[src/rtl/node_pkg.sv]
// Shared constants, parser state/error encodings and the letter encoder
// used by the node-list streamer.
package node_pkg;

  localparam int CHAR_BITS = 5;

  localparam logic [7:0] CH_A     = 8'h61;
  localparam logic [7:0] CH_Z     = 8'h7a;
  localparam logic [7:0] CH_COLON = 8'h3a;
  localparam logic [7:0] CH_SPACE = 8'h20;
  localparam logic [7:0] CH_NL    = 8'h0a;

  typedef enum logic [2:0] {
    S_SRC  = 3'd0,
    S_GAP  = 3'd1,
    S_DST  = 3'd2,
    S_ERR  = 3'd3,
    S_DONE = 3'd4
  } parse_state_e;

  typedef enum logic [1:0] {
    ERR_NONE   = 2'd0,
    ERR_CHAR   = 2'd1,
    ERR_LEN    = 2'd2,
    ERR_SYNTAX = 2'd3
  } err_code_e;

  // 'a' maps to 0; callers only use this on characters already known to be letters.
  function automatic logic [CHAR_BITS-1:0] enc_char(input logic [7:0] c);
    logic [7:0] off;
    off = c - CH_A;
    return off[CHAR_BITS-1:0];
  endfunction

endpackage

[src/rtl/node_tok_fifo.sv]
// Token FIFO between the node-list parser and the hashing stage.
// Entry layout is {term, src, eol, name}; head is presented combinationally.
module node_tok_fifo #(
  parameter int DEPTH = 8,
  parameter int WIDTH = 18
) (
  input  logic             clk,
  input  logic             rst_n,
  input  logic             push,
  input  logic [WIDTH-1:0] push_data,
  input  logic             pop,
  output logic             full,
  output logic             empty,
  output logic [WIDTH-1:0] head
);

  localparam int AW = $clog2(DEPTH);
  localparam logic [AW:0] DEPTH_C = DEPTH[AW:0];

  logic [WIDTH-1:0] mem_q [DEPTH];
  logic [WIDTH-1:0] mem_d [DEPTH];
  logic [AW-1:0]    wr_q, wr_d, rd_q, rd_d;
  logic [AW:0]      cnt_q, cnt_d;
  logic             do_push_s, do_pop_s;

  assign full      = (cnt_q == DEPTH_C);
  assign empty     = (cnt_q == '0);
  assign do_pop_s  = pop & ~empty;
  assign do_push_s = push & (~full | do_pop_s);
  assign head      = mem_q[rd_q];

  // Pointer, occupancy and storage update.
  always_comb begin
    for (int i = 0; i < DEPTH; i++) begin
      mem_d[i] = mem_q[i];
    end
    wr_d  = wr_q;
    rd_d  = rd_q;
    cnt_d = cnt_q;
    if (do_push_s) begin
      mem_d[wr_q] = push_data;
      wr_d        = wr_q + AW'(1);
    end else begin
      wr_d = wr_q;
    end
    if (do_pop_s) begin
      rd_d = rd_q + AW'(1);
    end else begin
      rd_d = rd_q;
    end
    case ({do_push_s, do_pop_s})
      2'b10:   cnt_d = cnt_q + (AW+1)'(1);
      2'b01:   cnt_d = cnt_q - (AW+1)'(1);
      default: cnt_d = cnt_q;
    endcase
  end

  // FIFO state registers.
  always_ff @(posedge clk or negedge rst_n) begin
    if (!rst_n) begin
      for (int i = 0; i < DEPTH; i++) begin
        mem_q[i] <= '0;
      end
      wr_q  <= '0;
      rd_q  <= '0;
      cnt_q <= '0;
    end else begin
      for (int i = 0; i < DEPTH; i++) begin
        mem_q[i] <= mem_d[i];
      end
      wr_q  <= wr_d;
      rd_q  <= rd_d;
      cnt_q <= cnt_d;
    end
  end

endmodule

[src/rtl/node_list_streamer.sv]
// Node-list byte-stream parser feeding a token FIFO with marker tagging.
// Optional statistics counters are built when NODE_STATS_EN is defined.
module node_list_streamer #(
  parameter int NAME_CHARS  = 3,
  parameter int CHAR_BITS   = 5,
  parameter int FIFO_DEPTH  = 8,
  parameter int NUM_MARKERS = 4,
  parameter logic [NUM_MARKERS*NAME_CHARS*CHAR_BITS-1:0] MARKER_INIT = {
    5'd18, 5'd21, 5'd17,
    5'd14, 5'd20, 5'd19,
    5'd5,  5'd5,  5'd19,
    5'd3,  5'd0,  5'd2
  },
  parameter int CNT_W = 16
) (
  input  logic                               clk,
  input  logic                               rst,
  input  logic                               i_vld,
  input  logic [7:0]                         i_char,
  output logic                               o_stall,
  input  logic                               i_mk_wr,
  input  logic [$clog2(NUM_MARKERS)-1:0]     i_mk_idx,
  input  logic [NAME_CHARS*CHAR_BITS-1:0]    i_mk_name,
  output logic                               o_tok_vld,
  output logic [NAME_CHARS*CHAR_BITS-1:0]    o_tok_name,
  output logic                               o_tok_src,
  output logic                               o_tok_eol,
  output logic [NUM_MARKERS-1:0]             o_tok_marker,
  input  logic                               i_tok_stall,
  output logic                               o_list_complete,
  output logic                               o_error,
  output logic [1:0]                         o_err_code,
  output logic [CNT_W-1:0]                   o_line_cnt,
  output logic [CNT_W-1:0]                   o_tok_cnt
);

  import node_pkg::*;

  localparam int NW  = NAME_CHARS * CHAR_BITS;
  localparam int LCW = $clog2(NAME_CHARS + 1);
  localparam int EW  = NW + 3;

  parse_state_e   state_q, state_d;
  err_code_e      err_q, err_d, fail_code_s;
  logic [NW-1:0]  name_q, name_d;
  logic [LCW-1:0] lcnt_q, lcnt_d;
  logic [NW-1:0]  mk_q [NUM_MARKERS];
  logic [NW-1:0]  mk_d [NUM_MARKERS];

  logic stall_s, accept_s, legal_s, name_full_s, fail_s;
  logic is_letter_s, is_colon_s, is_space_s, is_nl_s;
  logic push_s, push_src_s, push_eol_s, push_term_s, line_inc_s, pop_s;
  logic fifo_full_s, fifo_empty_s, tok_vld_s, head_term_s;
  logic [CHAR_BITS-1:0] enc_s;
  logic [EW-1:0] push_data_s, head_s;

  assign is_letter_s = (i_char >= CH_A) && (i_char <= CH_Z);
  assign is_colon_s  = (i_char == CH_COLON);
  assign is_space_s  = (i_char == CH_SPACE);
  assign is_nl_s     = (i_char == CH_NL);
  assign legal_s     = is_letter_s | is_colon_s | is_space_s | is_nl_s;
  assign name_full_s = (lcnt_q == LCW'(NAME_CHARS));
  assign enc_s       = CHAR_BITS'(enc_char(i_char));

  // Stall uses the pre-pop full flag, so a push never meets a full FIFO.
  assign stall_s  = fifo_full_s | (state_q == S_ERR) | (state_q == S_DONE);
  assign accept_s = i_vld & ~stall_s;

  // Parser next-state, push decision and first-error capture.
  always_comb begin
    state_d     = state_q;
    name_d      = name_q;
    lcnt_d      = lcnt_q;
    err_d       = err_q;
    push_s      = 1'b0;
    push_src_s  = 1'b0;
    push_eol_s  = 1'b0;
    push_term_s = 1'b0;
    line_inc_s  = 1'b0;
    fail_s      = 1'b0;
    fail_code_s = ERR_NONE;
    if (!accept_s) begin
      state_d = state_q;
    end else if (!legal_s) begin
      fail_s      = 1'b1;
      fail_code_s = ERR_CHAR;
    end else begin
      case (state_q)
        S_SRC, S_DST: begin
          if (is_letter_s) begin
            if (name_full_s) begin
              fail_s      = 1'b1;
              fail_code_s = ERR_LEN;
            end else begin
              name_d = (name_q << CHAR_BITS) | NW'(enc_s);
              lcnt_d = lcnt_q + LCW'(1);
            end
          end else if ((state_q == S_SRC) && is_nl_s && (lcnt_q == '0)) begin
            push_s      = 1'b1;
            push_term_s = 1'b1;
            state_d     = S_DONE;
          end else if ((state_q == S_SRC) ? is_colon_s : !is_colon_s) begin
            // Right delimiter for this position; only a complete name may be pushed.
            if (name_full_s) begin
              push_s     = 1'b1;
              push_src_s = (state_q == S_SRC);
              push_eol_s = (state_q == S_DST) && is_nl_s;
              line_inc_s = (state_q == S_DST) && is_nl_s;
              name_d     = '0;
              lcnt_d     = '0;
              if (state_q == S_SRC) begin
                state_d = S_GAP;
              end else if (is_nl_s) begin
                state_d = S_SRC;
              end else begin
                state_d = S_DST;
              end
            end else begin
              fail_s      = 1'b1;
              fail_code_s = ERR_LEN;
            end
          end else begin
            fail_s      = 1'b1;
            fail_code_s = ERR_SYNTAX;
          end
        end
        S_GAP: begin
          if (is_space_s) begin
            state_d = S_DST;
          end else begin
            fail_s      = 1'b1;
            fail_code_s = ERR_SYNTAX;
          end
        end
        default: state_d = state_q;
      endcase
    end
    if (fail_s) begin
      state_d = S_ERR;
      err_d   = fail_code_s;
    end else begin
      err_d = err_q;
    end
  end

  // Parser registers.
  always_ff @(posedge clk or negedge rst) begin
    if (!rst) begin
      state_q <= S_SRC;
      err_q   <= ERR_NONE;
      name_q  <= '0;
      lcnt_q  <= '0;
    end else begin
      state_q <= state_d;
      err_q   <= err_d;
      name_q  <= name_d;
      lcnt_q  <= lcnt_d;
    end
  end

  assign push_data_s = {push_term_s, push_src_s, push_eol_s, name_q};

  node_tok_fifo #(
    .DEPTH (FIFO_DEPTH),
    .WIDTH (EW)
  ) u_fifo (
    .clk       (clk),
    .rst_n     (rst),
    .push      (push_s),
    .push_data (push_data_s),
    .pop       (pop_s),
    .full      (fifo_full_s),
    .empty     (fifo_empty_s),
    .head      (head_s)
  );

  // The terminator parks at the head forever and is never offered downstream.
  assign head_term_s     = head_s[EW-1];
  assign tok_vld_s       = ~fifo_empty_s & ~head_term_s;
  assign pop_s           = tok_vld_s & ~i_tok_stall;
  assign o_tok_vld       = tok_vld_s;
  assign o_tok_src       = tok_vld_s & head_s[EW-2];
  assign o_tok_eol       = tok_vld_s & head_s[EW-3];
  assign o_tok_name      = tok_vld_s ? head_s[NW-1:0] : '0;
  assign o_list_complete = ~fifo_empty_s & head_term_s;
  assign o_stall         = stall_s;
  assign o_error         = (err_q != ERR_NONE);
  assign o_err_code      = err_q;

  // Marker table write port; out-of-range indices are ignored.
  always_comb begin
    for (int k = 0; k < NUM_MARKERS; k++) begin
      mk_d[k] = mk_q[k];
    end
    if (i_mk_wr && (int'(i_mk_idx) < NUM_MARKERS)) begin
      mk_d[i_mk_idx] = i_mk_name;
    end else begin
      mk_d[0] = mk_q[0];
    end
  end

  // Marker registers; entry 0 sits in the MSBs of MARKER_INIT.
  always_ff @(posedge clk or negedge rst) begin
    if (!rst) begin
      for (int k = 0; k < NUM_MARKERS; k++) begin
        mk_q[k] <= MARKER_INIT[(NUM_MARKERS-1-k)*NW +: NW];
      end
    end else begin
      for (int k = 0; k < NUM_MARKERS; k++) begin
        mk_q[k] <= mk_d[k];
      end
    end
  end

  for (genvar k = 0; k < NUM_MARKERS; k++) begin : g_marker
    assign o_tok_marker[k] = tok_vld_s & (head_s[NW-1:0] == mk_q[k]);
  end

`ifdef NODE_STATS_EN
  logic [CNT_W-1:0] line_cnt_q, line_cnt_d, tok_cnt_q, tok_cnt_d;

  // Saturating line-end and pop counters.
  always_comb begin
    line_cnt_d = line_cnt_q;
    tok_cnt_d  = tok_cnt_q;
    if (line_inc_s && (line_cnt_q != '1)) begin
      line_cnt_d = line_cnt_q + CNT_W'(1);
    end else begin
      line_cnt_d = line_cnt_q;
    end
    if (pop_s && (tok_cnt_q != '1)) begin
      tok_cnt_d = tok_cnt_q + CNT_W'(1);
    end else begin
      tok_cnt_d = tok_cnt_q;
    end
  end

  // Statistics registers.
  always_ff @(posedge clk or negedge rst) begin
    if (!rst) begin
      line_cnt_q <= '0;
      tok_cnt_q  <= '0;
    end else begin
      line_cnt_q <= line_cnt_d;
      tok_cnt_q  <= tok_cnt_d;
    end
  end

  assign o_line_cnt = line_cnt_q;
  assign o_tok_cnt  = tok_cnt_q;
`else
  logic stats_unused_s;
  assign stats_unused_s = line_inc_s;
  assign o_line_cnt     = '0;
  assign o_tok_cnt      = '0;
`endif

endmodule
[config.mk]
export PLATFORM = sky130hd
export DESIGN_NAME = node_list_streamer
export DESIGN_NICKNAME = d
export VERILOG_FILES = /design/src/rtl/node_pkg.sv /design/src/rtl/node_tok_fifo.sv /design/src/rtl/node_list_streamer.sv
export SDC_FILE = /design/constraint.sdc
export NUM_CORES = 1
export LEC_CHECK = 0
export CORE_ASPECT_RATIO = 1.25
export CORE_UTILIZATION = 50
export DETAILED_ROUTE_END_ITERATION = 8
export GPL_TIMING_DRIVEN = 0
export PLACE_DENSITY_LB_ADDON = 0.3
export SLEW_MARGIN = 20
export SYNTH_ARGS = -nofsm -noshare
export SYNTH_HDL_FRONTEND = slang
export SYNTH_SLANG_ARGS = --single-unit
[constraint.sdc]
create_clock -name clk -period 9.3 [get_ports clk]
set_input_delay 2.79 -clock clk [delete_from_list [all_inputs] [get_ports clk]]
set_output_delay 2.79 -clock clk [all_outputs]
set_load 0.02 [all_outputs]
==> results of run 1 <==
==> area by class of cell <==
type	instances	area, µm²
buffer	77	518
clock buffer	35	651
clock inverter	6	60.1
fill	1950	9760
inverter	21	78.8
multi-input combinational	585	5850
sequential	236	5940
tap	325	407
timing repair buffer	59	626
==> layer usage <==
metal | vias up | global-route usage, % | part of all wire [%]
li1 | 3350 | - | -
met4 | 0 | 4.57 | 1.4
met1 | 3701 | 28.7 | 43
met5 | - | 0 | 0
met2 | 139 | 38.9 | 51
met3 | 30 | 3.11 | 4.1
==> power groups by stage <==
stage                     clock [mW]  combinational, mW  sequential [mW]
after global routing           0.957              0.890             1.21
final                          0.898              0.818             1.19
after floorplan                    0              0.576             1.20
after global placement             0              0.808             1.21
after CTS                      0.915              0.827             1.19
after detailed placement           0              0.824             1.21
==> critical path: stages, from the launching register on <==
cell,delay [ps]
dfrtp_1,320
buf_2,270
buf_2,400
buf_2,370
buf_2,410
mux2i_1,270
a22oi_1,90
nand2_1,310
xor2_1,190
nand4_1,150
nor4_1,320
clkdlybuf4s50_1,670
==> cell families (layout without fill, tap and decap cells) <==
logic type      Yosys count  count (layout)  share of synthesized area [%]
buf+inv                  98             198                           4.87
simple gates            134             134                           7.18
fa+ha+maj                11              11                           1.12
other cells               1              32                         0.0306
flops                   236             236                           48.4
mux                     270             270                           28.8
compound gates           65              65                           4.32
xor+xnor                 73              73                           5.22
==> sequential cells by signal, indices dropped and copies added, names as in the netlist <==
name          cells
u_fifo.wr_q       3
o_err_code        2
state_q           3
u_fifo.mem_q    144
u_fifo.cnt_q      4
mk_q             60
u_fifo.rd_q       3
lcnt_q            2
name_q           15
==> per-stage QoR <==
step           hold slack, ps  cells
6_report                  500   1344
4_1_cts                   502   1344
3_3_place_gp              482   1300
3_5_place_dp              488   1303
5_1_grt                   512   1344
2_1_floorplan             472    919
==> cells in the final DEF (no fill, tap or decap), drive strengths merged, types with 2 or more instances in the layout <==
cell type | netlist | final
or3 | 3 | 3
or4b | 2 | 2
nor3b | 2 | 2
and2 | 3 | 3
clkbuf | 11 | 46
xnor2 | 12 | 12
a22o | 16 | 16
inv | 21 | 21
nor2b | 6 | 6
dfstp | 25 | 25
o21ai | 4 | 4
a22oi | 17 | 17
mux2 | 203 | 203
nand4b | 3 | 3
conb | 1 | 32
nand3 | 8 | 8
buf | 66 | 70
nor4 | 6 | 6
mux4 | 18 | 18
clkinv | 0 | 3
xor2 | 61 | 61
ha | 11 | 11
dfrtp | 211 | 211
or4 | 5 | 5
clkdlybuf4s50 | 0 | 55
a21o | 2 | 2
clkinvlp | 0 | 2
nor3 | 17 | 17
nor2 | 32 | 32
nand3b | 6 | 6
or2 | 2 | 2
nand4 | 11 | 11
o31ai | 2 | 2
a21oi | 8 | 8
mux2i | 49 | 49
nand2 | 26 | 26
o211ai | 5 | 5
==> final timing paths <==
check / start / endpoint / cells past startpoint
min reg2reg: u_fifo.mem_q[126] / u_fifo.mem_q[126] / 1
min in group asynchronous: rst / u_fifo.mem_q[142] / 1
min: u_fifo.mem_q[126] / u_fifo.mem_q[126] / 1
max reg2reg: state_q[0] / u_fifo.cnt_q[2] / 15
max: u_fifo.rd_q[2] / o_tok_marker[3] / 11
max in group asynchronous: rst / mk_q[56] / 3
==> results.json, run 1 <==
{
  "report.final.slew_viol_count": 0,
  "pwr-share-seq_pct": 41.0,
  "synthCells": 888,
  "boundaryPins": 89,
  "start_kind": "flip-flop",
  "total_switching_power_mw": 0.938,
  "detailed_placement_wirelength_estimate_mm": 18.2,
  "p_int_mw": 1.97,
  "synth.top_cells.by_count": "dfrtp_1 (211), mux2_2 (131), mux2_4 (72), xor2_1 (61), mux2i_1 (44)",
  "placement_rows": 63,
  "ctsHtreeMaxLevel": 1,
  "grt_setup_unrepaired": "false",
  "overflow": 0,
  "setup_viol": 0,
  "cts.sinks": 236,
  "die_area_um2": 25100,
  "synth-warning-count": 0,
  "synthTopCellsByArea": "dfrtp_1 (43%), mux2_2 (12%), mux2_4 (8.8%)",
  "antenna_found_initial": 0,
  "die_y_um": 177,
  "arrival_ps": 4300,
  "ys_types": 64,
  "timing.clock.skew_ps": 20.5,
  "cell_type_contributing_the_most_total_cell_area_after_synthesis": "dfrtp_1",
  "routabilityCongestion": 0.808,
  "most_used_standard_cell_by_instance_count_after_synthesis": "dfrtp_1",
  "count_of_nets_after_finishing": 1044,
  "synth_async_sr_flop_share_pct": 100,
  "switching_share_pct": 32.2,
  "final_cell_area_um2": 14100,
  "postLayoutSetupSlackWorst_ps": 2210,
  "route.detailed.drc": 0,
  "clock_power_share_pct": 30.9,
  "timing.critical_path.to_type": "output pin",
  "cts_setup_buffers": 0,
  "cap_violations": 0,
  "cts-hold-fix-buffers": 0,
  "power.total_mw": 2.91,
  "num_vias": 7220,
  "status": "completed",
  "comb_power_share_pct": 28.1,
  "postPlaceCellArea_um2": 13400,
  "most_common_flop_cell_mapped_by_yosys": "dfrtp_1",
  "synth_sequential_area_ratio_pct": 48.4,
  "drt_pre_antenna_iters": 4,
  "share_of_final_layout_standard_cells_stronger_than_drive_strength_1_pct": 35.9,
  "cts_root_buffer": "clkbuf_16",
  "syn_area_cell_um2": 13.8,
  "cts_made_buffers": 23,
  "post_synth_instance_area_um2": 12300,
  "design.core.area_um2": 23900,
  "slew_headroom_pct": 29.1,
  "p_per_area_nw_per_um2": 206,
  "r2r_setup_slack_ps": 5900,
  "worstHoldPathType": "flip-flop to flip-flop",
  "timing.final.crit_period_ps": 7090,
  "synth-edff-count": 0,
  "timing_worst_slew_pin_value_ps": 1060,
  "cp.required_ps": 6510,
  "drt.antenna.violating_nets": 0,
  "flow.area_growth_from_synthesis_pct": 15.3,
  "grt_max_degree": 102,
  "initial_standard_cell_utilization_of_the_core_pct": 51.3,
  "clk-insertion-delay-late_ps": 510,
  "post-route-period-util_pct": 76.2,
  "grt_first_pass_wirelength_mm": 42.6,
  "largest_fanout_of_any_net_on_the_critical_path": 10,
  "drt-wirelength-per-cell_um": 19.8,
  "vias_in_the_first_global_route": 7541,
  "gr-usage-all-layers_pct": 22.1,
  "fin_util_pct": 59.1,
  "cts_repair_resize_count": 0,
  "drt_wl_total_mm": 26.6,
  "antenna_cells_inserted": 0,
  "synth.ff_latch_count": 236,
  "die-width_um": 142,
  "cellLeakagePower_nw": 6.34,
  "port_buffers": 56,
  "clk_path_buf_depth": 3,
  "pre_cts_ws_ps": 2720,
  "achievable-frequency_mhz": 141,
  "drtIter0Drc": 221,
  "max-vdd-ir-drop_mv": 0.112,
  "worstSetupPathType": "flip-flop to output pin",
  "cts_tree": "built",
  "path_clk_slew_ps": 70,
  "timing_hold_violations_final": 0,
  "area_fraction_of_the_dominant_cell_type_after_synthesis_pct": 43.1,
  "avgViaCountPerCell": 5.37,
  "setup_tns_ps": 0
}
Power figures use the tool's default switching activity.
==> inputs of run 2 (changes only) <==
- clock period: 9.3 -> 5.95 ns (I/O delays scaled with it)
==> run 2 against run 1 <==
Net effect: final area increased by 0.12%; setup slack worse by 2000 ps; count of clock-buffer cells in the layout did not move; global-route usage hardly changed; hold slack hardly changed; critical path depth unchanged; sequential share of layout area hardly changed; critical path type unchanged; critical endpoint is now o_tok_marker[2]; largest cell class unchanged; highest routed layer unchanged.
==> results.json, run 2 (synthesized netlist as in run 1, its figures left out) <==
{
  "status": "completed",
  "p_per_area_nw_per_um2": 322,
  "critPathTopFamily": "buffers and inverters",
  "cts_root_buffer": "clkbuf_16",
  "clk-insertion-delay-late_ps": 510,
  "placedCellCount": 1303,
  "routabilityCongestion": 0.808,
  "grt_setup_unrepaired": "false",
  "critPathBufInv": 5,
  "max_flop_register": "u_fifo.mem_q",
  "share_of_final_layout_standard_cells_stronger_than_drive_strength_1_pct": 36.3,
  "cp.required_ps": 4160,
  "path_clk_slew_ps": 70,
  "grt_max_degree": 102,
  "report.final.slew_viol_count": 0,
  "cts-hold-fix-buffers": 0,
  "count_of_nets_after_finishing": 1044,
  "worstSetupPathType": "flip-flop to output pin",
  "die_y_um": 177,
  "postPlaceCellArea_um2": 13400,
  "route.detailed.drc": 0,
  "max-vdd-ir-drop_mv": 0.178,
  "cts.sinks": 236,
  "avgViaCountPerCell": 5.39,
  "slew_headroom_pct": 29.3,
  "timing_worst_slew_pin_value_ps": 1060,
  "final_cell_count_no_fill": 1344,
  "timing.critical_path.to_type": "output pin",
  "final_cell_area_um2": 14100,
  "timing.clock.skew_ps": 14.0,
  "largest_fanout_of_any_net_on_the_critical_path": 10,
  "grt_first_pass_wirelength_mm": 42.6,
  "final_common_cell": "dfrtp_1",
  "start_kind": "flip-flop",
  "worstHoldPathType": "flip-flop to flip-flop",
  "detailed_placement_wirelength_estimate_mm": 18.2,
  "arrival_ps": 3960,
  "flow.area_growth_from_synthesis_pct": 15.4,
  "final.fill_count": 1947,
  "clk_path_buf_depth": 3,
  "drt-wirelength-per-cell_um": 19.9,
  "design.core.area_um2": 23900,
  "antenna_found_initial": 0,
  "multi_input_comb_area_um2": 5860,
  "die-width_um": 142,
  "timing_hold_violations_final": 0,
  "largest_register_ffs": 144,
  "timing.final.crit_period_ps": 5750,
  "slowest_delay_ps": 630,
  "initial_standard_cell_utilization_of_the_core_pct": 51.3,
  "drtIter0Drc": 244,
  "layout_common_cells": "dfrtp_1 (211), mux2_2 (131), mux2_4 (72), xor2_1 (61), clkdlybuf4s50_1 (55)",
  "cts_made_buffers": 23,
  "area.sequential_um2": 5940,
  "worstPathCellList": "buf_2 -> buf_4 -> buf_2 -> buf_4 -> mux2i_1 -> a22oi_1 -> nand2_1 -> xor2_1 -> nand4_1 -> nor4_2 -> clkdlybuf4s50_1",
  "setup_viol": 0,
  "drt_pre_antenna_iters": 4,
  "cellLeakagePower_nw": 6.34,
  "boundaryPins": 89,
  "placement_rows": 63,
  "num_vias": 7238,
  "cts_tree": "built",
  "drt_wl_total_mm": 26.7,
  "worst_path_max_delay_cell": "clkdlybuf4s50_1",
  "cts_setup_buffers": 0,
  "post-route-period-util_pct": 96.6,
  "ctsHtreeMaxLevel": 1,
  "achievable-frequency_mhz": 174,
  "antenna_cells_inserted": 0,
  "port_buffers": 56,
  "gr-usage-all-layers_pct": 22.1,
  "vias_in_the_first_global_route": 7540,
  "power.total_mw": 4.56,
  "overflow": 0,
  "top_regs": "u_fifo.mem_q: 144 flops, mk_q: 60 flops, name_q: 15 flops",
  "drt.antenna.violating_nets": 0,
  "die_area_um2": 25100,
  "cap_violations": 0
}
## run 2: cell counts in the layout (fill, tap and decap cells not counted)
Identical to the previous run, type by type.
## run 2: repair_timing
| action | 4_1_cts | 5_1_grt |
|---|---|---|
| hold endpoints to repair | 0 | 0 |
| endpoints found under the setup margin | 14 | 3 |
| gates resized for setup | 4 | 2 |
| cloned | 0 | 0 |
## run 2: final cells by class
type                    count  area share, %
flip-flops and latches    236           42.0
multi-input cells         585           41.4
clock buffers              35           4.60
repair buffers             59           4.42
plain buffers              77           3.71
well taps                 325           2.88
inverters                  21          0.557
clock inverters             6          0.425
## run 2: worst paths after layout
check	slack, ps	depth (start not counted)	startpoint	end
max reg2reg	2540	15	state_q[0]	u_fifo.cnt_q[2]
max	200	11	u_fifo.rd_q[2]	o_tok_marker[2]
min reg2reg	500	1	u_fifo.mem_q[126]	u_fifo.mem_q[126]
max in group asynchronous	3500	3	rst	mk_q[56]
min	500	1	u_fifo.mem_q[126]	u_fifo.mem_q[126]
min in group asynchronous	1160	1	rst	u_fifo.mem_q[142]
## run 2: report_power, final
group	total [mW]	internal, mW	leakage [nW]	switching, mW
registers	1.87	1.77	3.06	0.0976
clock network	1.40	0.797	0.342	0.606
logic	1.29	0.520	2.94	0.765
total	4.56	3.09	6.34	1.47
## run 2: metal layers
layer | GRT usage, % | wire [µm] | part of all wire [%]
met1 | 28.7 | 11600 | 43
met2 | 39.0 | 13700 | 51
met3 | 3.11 | 1140 | 4.3
met4 | 4.57 | 340 | 1.3
met5 | 0 | 0 | 0
## run 2: metrics by stage
| step | hold WS [ps] | setup WS, ps | utilization [%] | setup TNS [ps] |
|---|---|---|---|---|
| 4_1_cts | 502 | 77.1 | 59.2 | 0 |
| 3_3_place_gp | 482 | -6950 | 55.8 | -1558060 |
| 5_1_grt | 512 | 7.27 | 59.2 | 0 |
| 2_1_floorplan | 472 | 1350 | - | 0 |
| 3_5_place_dp | 488 | 373 | 56.2 | 0 |
| 6_report | 500 | 202 | 59.2 | 0 |
